==> config.mk <==
export PLATFORM = sky130hd
export DESIGN_NAME = rr_mux_arbiter
export DESIGN_NICKNAME = d
export VERILOG_FILES = /design/src/rtl/rr_mux_pkg.sv /design/src/rtl/rr_mux_arbiter_rr_pick.sv /design/src/rtl/rr_mux_arbiter.sv
export SDC_FILE = /design/constraint.sdc
export NUM_CORES = 1
export LEC_CHECK = 0
export CORE_MARGIN = 5
export CORE_UTILIZATION = 50
export DETAILED_ROUTE_END_ITERATION = 10
export DONT_BUFFER_PORTS = 1
export PLACE_DENSITY_LB_ADDON = 0.15
export SYNTH_ARGS = -nofsm -noshare
export SYNTH_HDL_FRONTEND = slang
export SYNTH_SLANG_ARGS = --single-unit
==> constraint.sdc <==
create_clock -name clk -period 2.3 [get_ports clk]
set_input_delay 0.345 -clock clk [delete_from_list [all_inputs] [get_ports clk]]
set_output_delay 0.345 -clock clk [all_outputs]
set_load 0.05 [all_outputs]
==> src/rtl/rr_mux_pkg.sv <==
// rr_mux_pkg: shared types and defaults for the round-robin mux arbiter.
//   N_REQ_DEF / DATA_W_DEF : default requester count and data width
//   src_t                  : source index at the default requester count
//   out_state_t            : occupancy of the single-entry output stage
package rr_mux_pkg;

    localparam int N_REQ_DEF  = 4;
    localparam int DATA_W_DEF = 4;
    localparam int SRC_W_DEF  = $clog2(N_REQ_DEF);

    typedef logic [SRC_W_DEF-1:0] src_t;

    typedef enum logic {
        OUT_EMPTY = 1'b0,
        OUT_FULL  = 1'b1
    } out_state_t;

endpackage

==> src/rtl/rr_mux_arbiter_rr_pick.sv <==
// rr_pick: combinational round-robin winner search.
// Ports:
//   req [N_REQ]  : request vector
//   ptr [SRC_W]  : highest-priority index; search runs ptr, ptr+1, ... mod N_REQ
//   win [SRC_W]  : first requesting index in search order (0 offset when none)
//   any          : at least one request is present
// N_REQ must be a power of two so that index arithmetic wraps for free.
module rr_pick #(
    parameter int N_REQ = 4,
    parameter int SRC_W = $clog2(N_REQ)
) (
    input  logic [N_REQ-1:0] req,
    input  logic [SRC_W-1:0] ptr,
    output logic [SRC_W-1:0] win,
    output logic             any
);

    logic [2*N_REQ-1:0] dbl;
    logic [N_REQ-1:0]   rot;
    logic [SRC_W-1:0]   off;

    always_comb begin
        // Rotate right by ptr so bit 0 of rot is requester ptr.
        dbl = {req, req} >> ptr;
        rot = dbl[N_REQ-1:0];
        off = '0;
        // Walk downwards so the lowest set bit is the one left standing.
        for (int i = N_REQ - 1; i >= 0; i--) begin
            if (rot[i]) off = SRC_W'(i);
        end
        // Rotate the index back; power-of-two width wraps mod N_REQ.
        win = off + ptr;
        any = |req;
    end

endmodule

==> src/rtl/rr_mux_arbiter.sv <==
// rr_mux_arbiter: shares one data selector among N_REQ requesters using a
// round-robin pointer, registering the chosen word into a single-entry
// output stage.
// Ports:
//   clk, rst            : clock, synchronous active-high reset
//   req_valid [N_REQ]   : requester i offers a word
//   req_data  [N_REQ*DATA_W] : requester i word at [i*DATA_W +: DATA_W]
//   req_lock  [N_REQ]   : (RR_MUX_ARB_LOCK_EN only) keep priority after transfer
//   req_ready [N_REQ]   : combinational one-hot (or zero) acceptance
//   out_valid/out_data/out_src/out_ready : registered output handshake
//   dbg_state, dbg_ptr  : output-stage state and priority pointer
// Handshake: a word moves whenever valid and ready are both high at a
// posedge; valid never depends on ready, ready may depend on valid.
// Optional feature macro: RR_MUX_ARB_LOCK_EN (adds req_lock burst hold).
module rr_mux_arbiter
    import rr_mux_pkg::*;
#(
    parameter int N_REQ  = N_REQ_DEF,
    parameter int DATA_W = DATA_W_DEF,
    parameter int SRC_W  = $clog2(N_REQ)
) (
    input  logic                    clk,
    input  logic                    rst,
    input  logic [N_REQ-1:0]        req_valid,
    input  logic [N_REQ*DATA_W-1:0] req_data,
`ifdef RR_MUX_ARB_LOCK_EN
    input  logic [N_REQ-1:0]        req_lock,
`endif
    output logic [N_REQ-1:0]        req_ready,
    output logic                    out_valid,
    output logic [DATA_W-1:0]       out_data,
    output logic [SRC_W-1:0]        out_src,
    input  logic                    out_ready,
    output out_state_t              dbg_state,
    output logic [SRC_W-1:0]        dbg_ptr
);

    out_state_t        state_q, state_d;
    logic [SRC_W-1:0]  ptr_q, ptr_d;
    logic [DATA_W-1:0] data_q, data_d;
    logic [SRC_W-1:0]  src_q, src_d;

    logic [SRC_W-1:0]  win;
    logic              any;
    logic              can_load;
    logic              xfer;
    logic              lock_hit;
    logic [DATA_W-1:0] sel_data;

    rr_pick #(
        .N_REQ (N_REQ),
        .SRC_W (SRC_W)
    ) u_pick (
        .req (req_valid),
        .ptr (ptr_q),
        .win (win),
        .any (any)
    );

    always_comb begin
        can_load = (state_q == OUT_EMPTY) || out_ready;
        xfer     = any && can_load && !rst;
        sel_data = req_data[win*DATA_W +: DATA_W];
`ifdef RR_MUX_ARB_LOCK_EN
        lock_hit = req_lock[win];
`else
        lock_hit = 1'b0;
`endif
        for (int i = 0; i < N_REQ; i++) begin
            req_ready[i] = xfer && (win == SRC_W'(i));
        end
    end

    always_comb begin
        state_d = state_q;
        ptr_d   = ptr_q;
        data_d  = data_q;
        src_d   = src_q;
        if (xfer) begin
            state_d = OUT_FULL;
            data_d  = sel_data;
            src_d   = win;
            // A locked winner keeps top priority for its next word.
            ptr_d   = lock_hit ? win : win + SRC_W'(1);
        end else if (state_q == OUT_FULL && out_ready) begin
            state_d = OUT_EMPTY;
        end
    end

    always_ff @(posedge clk) begin
        if (rst) begin
            state_q <= OUT_EMPTY;
            ptr_q   <= '0;
            data_q  <= '0;
            src_q   <= '0;
        end else begin
            state_q <= state_d;
            ptr_q   <= ptr_d;
            data_q  <= data_d;
            src_q   <= src_d;
        end
    end

    assign out_valid = (state_q == OUT_FULL);
    assign out_data  = data_q;
    assign out_src   = src_q;
    assign dbg_state = state_q;
    assign dbg_ptr   = ptr_q;

endmodule

* Word-level counts from Yosys, hierarchy flattened
Index checks and enable logic that the tools add are counted.
** Storage, ports and cells
- Register bits :: 9
- Bits in latches :: 0
- Memory bits (writable) :: 0
- Bits in read-only memories :: 0
- Bits of input ports :: 23
- Output and inout port bits :: 14
- Logic and storage cells :: 30
- Memories :: 0
** Operators by class
- Add/sub/neg operators :: 2
- $mul :: 0
- Divide/modulo/power cells :: 0
- $lt $le $gt $ge :: 0
- Eq/ne operators :: 3
- Shift-type cells :: 2
- Mux-type cells :: 6
- Bitwise logic cells :: 1
- Reductions and logical operators :: 12
** Operators with widths (count)
- indexed part select 16 x 5 -> 4 bit :: 1
- two-way mux 2 bit :: 4
- >> shifter 8 x 2 -> 4 bit :: 1
- logical AND 1 bit :: 7
- equality test 2 bit (second input constant) :: 2
- OR reduction 4 bit :: 1
- adder 2 x 1 -> 2 bit (second input constant) :: 1
- adder 2 bit :: 1
- equality test 2 x 1 -> 1 bit (second input constant) :: 1
- logical NOT 2 bit :: 1
- two-way mux 1 bit :: 2
- nonzero test 2 bit :: 1
- logical NOT 1 bit :: 1
- logical OR 1 bit :: 1
- NOT 1 bit :: 1

* Longest topological paths before layout
Gate-level depths: netlist of the first run.
- Word-level depth :: 8
- Mapped depth :: 12
- Gate-level depth less buffers :: 10

* Cells and area by module
Synthesis of the first run repeated with hierarchy kept, for this count alone.
** Second synthesis, totals
- Cell total of the unflattened synthesis :: 66
- Area total of the unflattened synthesis :: 654.4 µm²
** Modules (own cells, without submodules)
- rr_mux_arbiter :: instances 1, cells an instance 39, area each 475.5 µm², seq. area each 180.2 µm²
- rr_pick :: instances 1, cells an instance 27, area each 178.9 µm², seq. area each 0.0 µm²

* Least setup slack after synthesis of the first run
Ideal clock, no wire load.
- Path type :: register to output
- From :: register ptr_q[0], in the netlist dbg_ptr[0]
- To :: output req_ready[2]
- Arrival time :: 3622 ps
- Data required time :: 1955 ps
- Setup slack :: -1667 ps
- Stages on the path, launching flop included :: 9
- Path buffers :: 3
- Path through :: dfxtp_1 buf_2 nor2_1 a221oi_1 o21ai_0 ha_1 clkbuf_1 buf_1 nor4_1
** Between the ends
- Word-level cells in the longest chain between the ends :: 8
** Ends and longest elaborated chain
- start, declared :: line rr_mux_arbiter.sv:39 : logic [SRC_W-1:0] ptr_q, ptr_d;
- start signal, assigned :: line rr_mux_arbiter.sv:98 : ptr_q <= ptr_d;
- >> shifter 8 x 2 -> 4 bit :: line rr_mux_arbiter_rr_pick.sv:24 : dbl = {req, req} >> ptr;
- two-way mux 2 bit (4 in a row) :: line rr_mux_arbiter_rr_pick.sv:29 : if (rot[i]) off = SRC_W'(i);
- adder 2 bit (*) :: line rr_mux_arbiter_rr_pick.sv:32 : win = off + ptr;
- named net u_pick.win[0] :: line rr_mux_arbiter_rr_pick.sv:14 : output logic [SRC_W-1:0] win,
- equality test 2 bit (*) :: line rr_mux_arbiter.sv:70 : req_ready[i] = xfer && (win == SRC_W'(i));
- logical AND 1 bit (*) :: line rr_mux_arbiter.sv:70
- end, declared :: line rr_mux_arbiter.sv:29 : output logic [N_REQ-1:0] req_ready,
The timed path passes the listed nets; every way through them passes the cells marked *.

* Worst setup path in the final report of the first run
- From :: register ptr_q[0], in the netlist dbg_ptr[0]
- To :: output req_ready[2]
** Between the ends
- Word-level cells in the longest chain between the ends :: 8
** Ends and longest elaborated chain (line)
- >> shifter 8 x 2 -> 4 bit :: rr_mux_arbiter_rr_pick.sv:24
- two-way mux 2 bit (4 in a row) :: rr_mux_arbiter_rr_pick.sv:29
- adder 2 bit (*) :: rr_mux_arbiter_rr_pick.sv:32
- equality test 2 bit (*) :: rr_mux_arbiter.sv:70
- logical AND 1 bit (*) :: rr_mux_arbiter.sv:70
Mark *: on every way between the ends. The rest lies on a longest branch, timed or not.

==> results of run 1 <==
## critical path, cell delays in order, from the launching register on
cell,delay (ns)
dfxtp_4,0.39
buf_6,0.12
nand3_2,0.05
o311a_1,0.14
o21ai_2,0.13
ha_2,0.21
inv_2,0.05
o2111a_1,0.13
or2_4,0.26
nor4_4,0.31
buf_12,0.18
## per-stage QoR
| stage | TNS, ns | cells | hold WS (ns) | worst slack (ns) | total power, uW |
|---|---|---|---|---|---|
| finish | -0.844 | 143 | 0.137 | -0.275 | 1500 |
| global route | -1.27 | 143 | 0.120 | -0.372 | 1590 |
| CTS | -0.952 | 139 | 0.128 | -0.251 | 1450 |
| detailed placement | -0.220 | 129 | 0.410 | -0.0695 | 1250 |
| global placement | -0.0500 | 129 | 0.409 | -0.0401 | 1230 |
| floorplan | -0.764 | 105 | 0.608 | -0.400 | 1100 |
## cells by family (layout without fill, tap and decap cells)
family	count (synthesis)	in the layout	share of synthesized area
muxes	10	10	0.121
adders and majority gates	1	1	0.0143
AOI/OAI and AO/OA	37	37	0.364
buffers and inverters	15	36	0.101
DFF	9	9	0.205
xor gates and xnor gates	2	2	0.0200
and+or+nand+nor	31	31	0.174
## sequential cells by signal, summed over array words and instances, names as in the netlist
| name | count |
|---|---|
| out_data | 4 |
| dbg_state | 1 |
| out_src | 2 |
| dbg_ptr | 2 |
## layer usage
metal / share of wire / global-route usage / vias up
met3: 0.046 / 0.0372 / 4
met2: 0.54 / 0.347 / 29
met5: 0 / 0 / -
li1: - / - / 434
met4: 0.014 / 0.0786 / 0
met1: 0.40 / 0.198 / 418
## power by group through the flow
stage | Clock, uW | Sequential (uW) | Combinational (uW)
2_1_floorplan | 0 | 401 | 696
3_3_place_gp | 0 | 378 | 857
3_5_place_dp | 0 | 377 | 868
4_1_cts | 126 | 373 | 953
5_1_grt | 137 | 383 | 1070
6_report | 122 | 376 | 1010
## layout by cell type, fill, tap and decap left out, types with 2 or more instances in the layout
cell type / instances
a211oi_1: 2
a21oi_1: 3
a21oi_2: 4
buf_12: 3
buf_4: 23
buf_6: 2
clkbuf_4: 3
dfxtp_1: 7
inv_1: 2
mux2_2: 5
mux2i_1: 5
nand2_1: 8
nor2_1: 8
nor3_1: 2
o211ai_2: 4
o21ai_0: 6
o21bai_1: 2
## cell type report
type / count / area share
clock buffers: 4 / 0.0219
well taps: 17 / 0.0177
inverters: 4 / 0.0156
multi-input cells: 81 / 0.578
repair buffers: 28 / 0.213
flip-flops and latches: 9 / 0.154
## repair_timing
item | 4_1_cts | 5_1_grt
resized for setup | 10 | 4
cloned | 0 | 0
buffers inserted | 6 | 4
endpoints found under the setup margin | 4 | 4
pin swaps | 5 | 2
## cell usage after synthesis (2+ instances only)
master    number
nor4_1         2
nand2_1        9
inv_1          4
o21ai_0        7
a21oi_1        3
buf_2          2
buf_6          2
o21bai_1       2
mux2_2         5
clkbuf_1       2
o211ai_2       4
a211oi_1       2
mux2i_1        5
nor2_1         9
nor3_1         2
buf_4          4
dfxtp_1        9
a21oi_2        4
## worst paths after layout
path | from | end | depth (start not counted)
worst min register to register | dbg_state$_SDFFE_PP0P_ | dbg_state$_SDFFE_PP0P_ | 2
worst max-delay path | dbg_ptr[0]$_SDFFE_PP0P_ | req_ready[2] | 10
worst min-delay path | rst | out_data[3]$_SDFFE_PP0P_ | 1
worst max register to register | dbg_ptr[0]$_SDFFE_PP0P_ | dbg_ptr[1]$_SDFFE_PP0P_ | 11
==> flow_metrics.py, run 1 <==
metrics = {
    "grt": {
        "grt_start_max_net_pins": 14,
        "grt_pass1_wl_mm": 3.78,
        "first_global_vias": 874,
        "track_usage": 0.186,
        "antenna_found_initial": 0,
        "overflow": 0,
    },
    "power": {
        "power.internal_uw": 779,
        "pwr-share-comb": 0.669,
        "vdd_drop_max_v": 0.000846,
        "p_sw_frac": 0.482,
        "p_switching_uw": 725,
        "p_per_area_nw_per_um2": 1250,
        "p_leak_uw": 0.000477,
        "clock_power_share": 0.081,
        "seqPwrFrac": 0.250,
    },
    "cells_and_area": {
        "drive_above_1_share": 0.532,
        "area_growth_pct": 36.9,
        "final_core_util": 0.711,
        "fin_area_um2": 1200,
        "register_area_um2": 185,
        "nFillCells": 123,
        "antenna_cells": 0,
        "multi_input_area_um2": 694,
        "nNetsFinal": 151,
    },
    "setup_path": {
        "ff2ff_setup_slack_ns": 0.10,
        "cp-start-kind": "flop",
        "crit_fanout": 6,
        "crit_required_ns": 1.96,
        "critical_path_arrival_ns": 2.23,
        "critPathCaptureType": "primary output",
        "criticalPathCategory": "reg -> out",
    },
    "routing": {
        "antenna_left": 0,
        "vias": 885,
        "drt-total-wl_mm": 2.38,
        "drtPass1Iterations": 4,
        "drt_iter0_drc": 18,
        "wl_per_cell_um": 16.6,
        "via_per_inst": 6.19,
        "drc": 0,
    },
    "sta": {
        "rsz0062_at_grt": "yes",
        "period_minus_slack_ns": 2.57,
        "post-route-period-util": 1.12,
        "tightestPinTransition_ns": 0.531,
        "relSlewSlack": 0.646,
        "final_hold_viol_count": 0,
        "setup_viol": 4,
        "fmax_ghz": 0.388,
        "fin_ws_ns": -0.275,
        "slew_violations": 0,
        "finClkSkew_ns": 0.00356,
    },
    "yosys": {
        "post-synth-top-area-fraction": 0.205,
        "synth_area_um2": 877,
        "synth_seq_cells": 9,
        "synth-edff-count": 0,
        "synth.distinct_cells": 46,
        "syn_avg_cell_area_um2": 8.35,
        "synthCells": 105,
        "synth_area_leader_cell": "dfxtp_1",
        "ys_seq_area_frac": 0.205,
        "ys_warn_count": 0,
        "syn_nets": 129,
        "synthTopCellsByArea": "dfxtp_1 21%, mux2_2 6.4%, mux2i_1 5.7%",
        "async_reset_ff_frac": 0,
        "synth_flop_cell": "dfxtp_1",
    },
    "clock_tree": {
        "clockBufferDepth": 2,
        "clock-sinks": 9,
        "cts_max_level": 1,
        "clock-root-buffer": "clkbuf_4",
        "hold_buffers": 0,
        "cts_buffers": 3,
        "path_clk_slew_ns": 0.06,
        "clkLatencyLatePin_ns": 0.26,
        "cts_tree": "yes",
    },
    "floorplan": {
        "die_y_um": 51.9,
        "core_area_um2": 1690,
        "die_width_um": 51.9,
        "start_util": 0.519,
        "pin_count": 37,
        "dieArea_um2": 2690,
        "num_rows": 15,
    },
    "run_status": {
        "status": "complete, but fails checks",
        "violations": "setup timing",
    },
    "flow_run": {
        "drv_cap": 0,
    },
    "placed_design": {
        "dp_hpwl_mm": 1.66,
        "placed_area_um2": 1030,
        "gp_congestion": 0.885,
        "io_buffers": 0,
    },
    "min_path": {
        "min_path_type": "in -> reg",
    },
}
Power figures use the tool's default switching activity.
==> run 2: changes to the inputs <==
--- a/config.mk
+++ b/config.mk
@@ -5,11 +5,13 @@
 export SDC_FILE = /design/constraint.sdc
 export NUM_CORES = 1
 export LEC_CHECK = 0
+export CAP_MARGIN = 0
 export CORE_MARGIN = 5
 export CORE_UTILIZATION = 50
 export DETAILED_ROUTE_END_ITERATION = 10
 export DONT_BUFFER_PORTS = 1
 export PLACE_DENSITY_LB_ADDON = 0.15
+export RECOVER_POWER = 100
 export SYNTH_ARGS = -nofsm -noshare
 export SYNTH_HDL_FRONTEND = slang
 export SYNTH_SLANG_ARGS = --single-unit
==> flow_metrics.py, run 2 (synthesized netlist as in run 1, its figures left out) <==
metrics = {
    "floorplan": {
        "start_util": 0.519,
        "die_width_um": 51.9,
        "num_rows": 15,
        "dieArea_um2": 2690,
        "core_area_um2": 1690,
        "die_y_um": 51.9,
        "pin_count": 37,
    },
    "power": {
        "clock_power_share": 0.081,
        "seqPwrFrac": 0.249,
        "p_switching_uw": 725,
        "power.internal_uw": 776,
        "vdd_drop_max_v": 0.000846,
        "p_per_area_nw_per_um2": 1250,
        "pwr-share-comb": 0.669,
        "finalPower_uw": 1500,
        "p_leak_uw": 0.000473,
        "p_sw_frac": 0.483,
    },
    "cells_and_area": {
        "final_common_cell": "buf_4",
        "multi_input_area_um2": 694,
        "drive_above_1_share": 0.516,
        "antenna_cells": 0,
        "register_area_um2": 184,
        "largest_register_ffs": 4,
        "mostFrequentLayoutCells": "22 x buf_4, 8 x nor2_1, 8 x nand2_1, 8 x dfxtp_1, 6 x o21ai_0",
        "area_growth_pct": 36.4,
        "nNetsFinal": 151,
        "nFillCells": 126,
        "finalNonFillerCells": 143,
    },
    "routing": {
        "wl_per_cell_um": 16.6,
        "antenna_left": 0,
        "vias": 886,
        "drt-total-wl_mm": 2.37,
        "drc": 0,
        "via_per_inst": 6.20,
        "drtPass1Iterations": 4,
        "drt_iter0_drc": 18,
    },
    "placed_design": {
        "gp_congestion": 0.885,
        "place_inst": 129,
        "io_buffers": 0,
        "dp_hpwl_mm": 1.66,
    },
    "grt": {
        "overflow": 0,
        "grt_start_max_net_pins": 14,
        "antenna_found_initial": 0,
        "first_global_vias": 874,
        "track_usage": 0.186,
        "grt_pass1_wl_mm": 3.78,
    },
    "min_path": {
        "min_path_type": "in -> reg",
        "hold-path-endpoint": "out_data[3]$_SDFFE_PP0P_",
        "hold-path-cell-count": 1,
        "hp-start": "rst",
    },
    "setup_path": {
        "cp-start-kind": "flop",
        "crit_fanout": 6,
        "critical_path_arrival_ns": 2.23,
        "crit_required_ns": 1.96,
        "ff2ff_setup_slack_ns": 0.11,
        "startpoint": "dbg_ptr[0]$_SDFFE_PP0P_",
        "reg2reg_depth": 11,
        "worst_r2r_endpoint": "dbg_ptr[1]$_SDFFE_PP0P_",
        "criticalPathCategory": "reg -> out",
        "rr_startpoint": "dbg_ptr[0]$_SDFFE_PP0P_",
        "critPathCaptureType": "primary output",
    },
    "sta": {
        "slew_violations": 0,
        "period_minus_slack_ns": 2.57,
        "finClkSkew_ns": 0.00353,
        "final_hold_viol_count": 0,
        "fmax_ghz": 0.388,
        "relSlewSlack": 0.224,
        "fin_ws_ns": -0.274,
        "post-route-period-util": 1.12,
        "tightestPinTransition_ns": 1.17,
        "setup_viol": 4,
        "rsz0062_at_grt": "yes",
        "hold_ws_ns": 0.137,
    },
    "run_status": {
        "violations": "setup timing",
        "status": "complete, but fails checks",
    },
    "clock_tree": {
        "path_clk_slew_ns": 0.06,
        "cts_max_level": 1,
        "clock-sinks": 9,
        "clockBufferDepth": 2,
        "clkLatencyLatePin_ns": 0.26,
        "clock-root-buffer": "clkbuf_4",
        "cts_buffers": 3,
        "hold_buffers": 0,
        "cts_tree": "yes",
    },
    "flow_run": {
        "drv_cap": 0,
    },
}
[run 2: cell count changes in the layout (fill, tap and decap cells not counted), sizes merged]
| cell | change |
|---|---|
| clkbuf | +1 |
| buf | -1 |
[run 2: power by group through the flow]
stage | registers [uW] | logic (uW) | clock network [uW]
2_1_floorplan | 401 | 696 | 0
3_3_place_gp | 378 | 857 | 0
3_5_place_dp | 377 | 868 | 0
4_1_cts | 373 | 953 | 126
5_1_grt | 382 | 1070 | 137
6_report | 374 | 1000 | 122
[run 2: timing repair]
item | in CTS | in global routing
endpoints found under the setup margin | 4 | 4
pin swaps | 5 | 2
buffers inserted | 6 | 4
gates resized for setup | 10 | 4
[run 2: area by class of cell]
class | count | share of cell area
Multi-Input combinational cell | 81 | 0.581
Timing Repair Buffer | 28 | 0.210
Sequential cell | 9 | 0.154
Clock buffer | 4 | 0.0220
Tap cell | 17 | 0.0178
Inverter | 4 | 0.0157
[run 2: metrics by stage]
stage          setup WS (ns)  TNS, ns   util  instance area (um^2)
2_1_floorplan         -0.400   -0.764      -                   943
3_3_place_gp         -0.0401  -0.0500  0.611                  1030
3_5_place_dp         -0.0695   -0.220  0.611                  1030
4_1_cts               -0.251   -0.952  0.680                  1150
5_1_grt               -0.372    -1.27  0.708                  1200
6_report              -0.274   -0.843  0.708                  1200
[run 2: how the worst max path moves through the flow]
stage / slack, ns / endpoint
2_1_floorplan: -0.40 / req_ready[2]
3_3_place_gp: -0.04 / req_ready[2]
3_5_place_dp: -0.07 / req_ready[2]
4_1_cts: -0.25 / req_ready[0]
5_1_grt: -0.37 / req_ready[2]
6_report: -0.27 / req_ready[2]
[run 2: worst max-delay path, stage by stage (launching register included)]
cell and delay (ns):
dfxtp_4 0.39, buf_6 0.12, nand3_2 0.05, o311a_1 0.14, o21ai_2 0.13, ha_2 0.21
inv_2 0.05, o2111a_1 0.13, or2_4 0.26, nor4_4 0.31, buf_12 0.18
[run 2: routing by layer]
layer  track usage  up-vias  share of wire
li1              -      434              -
met1         0.198      419           0.40
met2         0.347       29           0.54
met3        0.0372        4          0.046
met4        0.0786        0          0.014
met5             0        -              0
==> run 3: changes to the inputs <==
--- a/config.mk
+++ b/config.mk
@@ -7,7 +7,7 @@
 export LEC_CHECK = 0
 export CAP_MARGIN = 0
 export CORE_MARGIN = 5
-export CORE_UTILIZATION = 50
+export CORE_UTILIZATION = 45
 export DETAILED_ROUTE_END_ITERATION = 10
 export DONT_BUFFER_PORTS = 1
 export PLACE_DENSITY_LB_ADDON = 0.15
==> constraint.sdc (replaced) <==
create_clock -name clk -period 2.3 [get_ports clk]
set_input_delay 0.69 -clock clk [delete_from_list [all_inputs] [get_ports clk]]
set_output_delay 0.69 -clock clk [all_outputs]
set_load 0.05 [all_outputs]
==> flow_metrics.py, run 3 (synthesized netlist as in run 1, its figures left out) <==
metrics = {
    "run_status": {
        "status": "complete, but fails checks",
        "violations": "setup timing",
    },
    "routing": {
        "wl_per_cell_um": 15.7,
        "drt_iter0_drc": 13,
        "via_per_inst": 5.72,
        "antenna_left": 0,
        "drt-total-wl_mm": 2.38,
        "drc": 0,
        "vias": 863,
        "drtPass1Iterations": 4,
    },
    "grt": {
        "first_global_vias": 882,
        "antenna_found_initial": 0,
        "overflow": 0,
        "track_usage": 0.182,
        "grt_start_max_net_pins": 14,
        "grt_pass1_wl_mm": 3.93,
    },
    "sta": {
        "fin_ws_ns": -0.687,
        "rsz0062_at_grt": "yes",
        "post-route-period-util": 1.30,
        "finClkSkew_ns": 0.00543,
        "final_hold_viol_count": 0,
        "fmax_ghz": 0.335,
        "period_minus_slack_ns": 2.99,
        "slew_violations": 0,
        "setup_viol": 5,
        "tightestPinTransition_ns": 0.539,
        "relSlewSlack": 0.642,
        "tns_ns": -2.42,
    },
    "cells_and_area": {
        "largest_register_ffs": 4,
        "antenna_cells": 0,
        "register_area_um2": 181,
        "mostFrequentLayoutCells": "18 x buf_4, 9 x nand2_1, 8 x dfxtp_1, 6 x nor2_1, 6 x o21ai_0",
        "final_core_util": 0.630,
        "final_common_cell": "buf_4",
        "nNetsFinal": 149,
        "drive_above_1_share": 0.492,
        "area_growth_pct": 36.5,
        "nFillCells": 173,
        "multi_input_area_um2": 702,
    },
    "floorplan": {
        "pin_count": 37,
        "die_y_um": 54.2,
        "core_area_um2": 1900,
        "num_rows": 16,
        "dieArea_um2": 2930,
        "die_width_um": 54.2,
        "start_util": 0.461,
    },
    "power": {
        "clock_power_share": 0.087,
        "pwr-share-comb": 0.667,
        "seqPwrFrac": 0.246,
        "p_per_area_nw_per_um2": 1250,
        "vdd_drop_max_v": 0.000763,
        "power.internal_uw": 768,
        "p_leak_uw": 0.000464,
        "p_switching_uw": 731,
        "p_sw_frac": 0.488,
    },
    "clock_tree": {
        "clock-root-buffer": "clkbuf_4",
        "cts_buffers": 3,
        "cts_max_level": 1,
        "hold_buffers": 0,
        "clockBufferDepth": 2,
        "path_clk_slew_ns": 0.07,
        "cts_tree": "yes",
        "clkLatencyLatePin_ns": 0.27,
        "clock-sinks": 9,
    },
    "placed_design": {
        "gp_congestion": 0.775,
        "dp_hpwl_mm": 1.79,
        "io_buffers": 0,
    },
    "setup_path": {
        "critPathCaptureType": "primary output",
        "startpoint": "req_valid[2]",
        "rr_startpoint": "dbg_ptr[0]$_SDFFE_PP0P_",
        "cp-start-kind": "primary input",
        "crit_required_ns": 1.61,
        "criticalPathCategory": "in -> out",
        "crit_fanout": 12,
        "critical_path_arrival_ns": 2.30,
    },
    "min_path": {
        "hp-start": "rst",
        "min_path_type": "in -> reg",
    },
    "flow_run": {
        "drv_cap": 0,
    },
}
run 3: metrics by stage:
stage          instance area (um^2)  hold slack, ns  setup WS, ns  std cells  power (uW)
3_3_place_gp                   1100           0.549        -0.719        145        1290
4_1_cts                        1120           0.470        -0.691        149        1450
3_5_place_dp                   1100           0.552        -0.749        145        1310
2_1_floorplan                   922           0.674         -1.04        105        1040
5_1_grt                        1200           0.460        -0.751        151        1590
6_report                       1200           0.469        -0.687        151        1500
run 3: path summary, 6_finish.rpt:
check	to	slack (ns)	depth (start not counted)
setup / recovery	req_ready[2]	-0.69	8
hold / removal	out_data[1]$_SDFFE_PP0P_	0.47	1
setup reg to reg	dbg_ptr[1]$_SDFFE_PP0P_	-0.08	9
hold reg to reg	dbg_state$_SDFFE_PP0P_	0.56	2
run 3: timing repair:
item | 4_1_cts | 5_1_grt
cloned | 0 | 0
gates resized for setup | 1 | 12
pin swaps | 3 | 3
setup buffers | 0 | 2
endpoints found under the setup margin | 5 | 5
run 3: metal layers:
metal | global-route usage | wire (um) | vias to the layer above
met5 | 0 | 0 | -
met1 | 0.200 | 964 | 414
met2 | 0.337 | 1300 | 21
met4 | 0.0622 | 12 | 0
met3 | 0.0388 | 100 | 2
li1 | - | - | 426
run 3: power by group through the flow:
stage               clock network [uW]  registers [uW]  logic (uW)
finish                             130             370        1000
global route                       139             379        1070
CTS                                131             365         954
detailed placement                   0             367         942
global placement                     0             366         923
floorplan                            0             397         639
run 3: critical path: stages:
cell	delay, ns
o311a_1	0.33
o21ai_2	0.15
ha_4	0.15
inv_2	0.04
o2111a_1	0.13
or2_4	0.27
nor4_4	0.35
buf_12	0.18
run 3: final cells by class:
| cell class | instances | share of cell area |
|---|---|---|
| multi-input combinational | 81 | 0.586 |
| timing repair buffer | 26 | 0.200 |
| sequential | 9 | 0.152 |
| tap | 27 | 0.0282 |
| clock buffer | 4 | 0.0219 |
| inverter | 4 | 0.0125 |
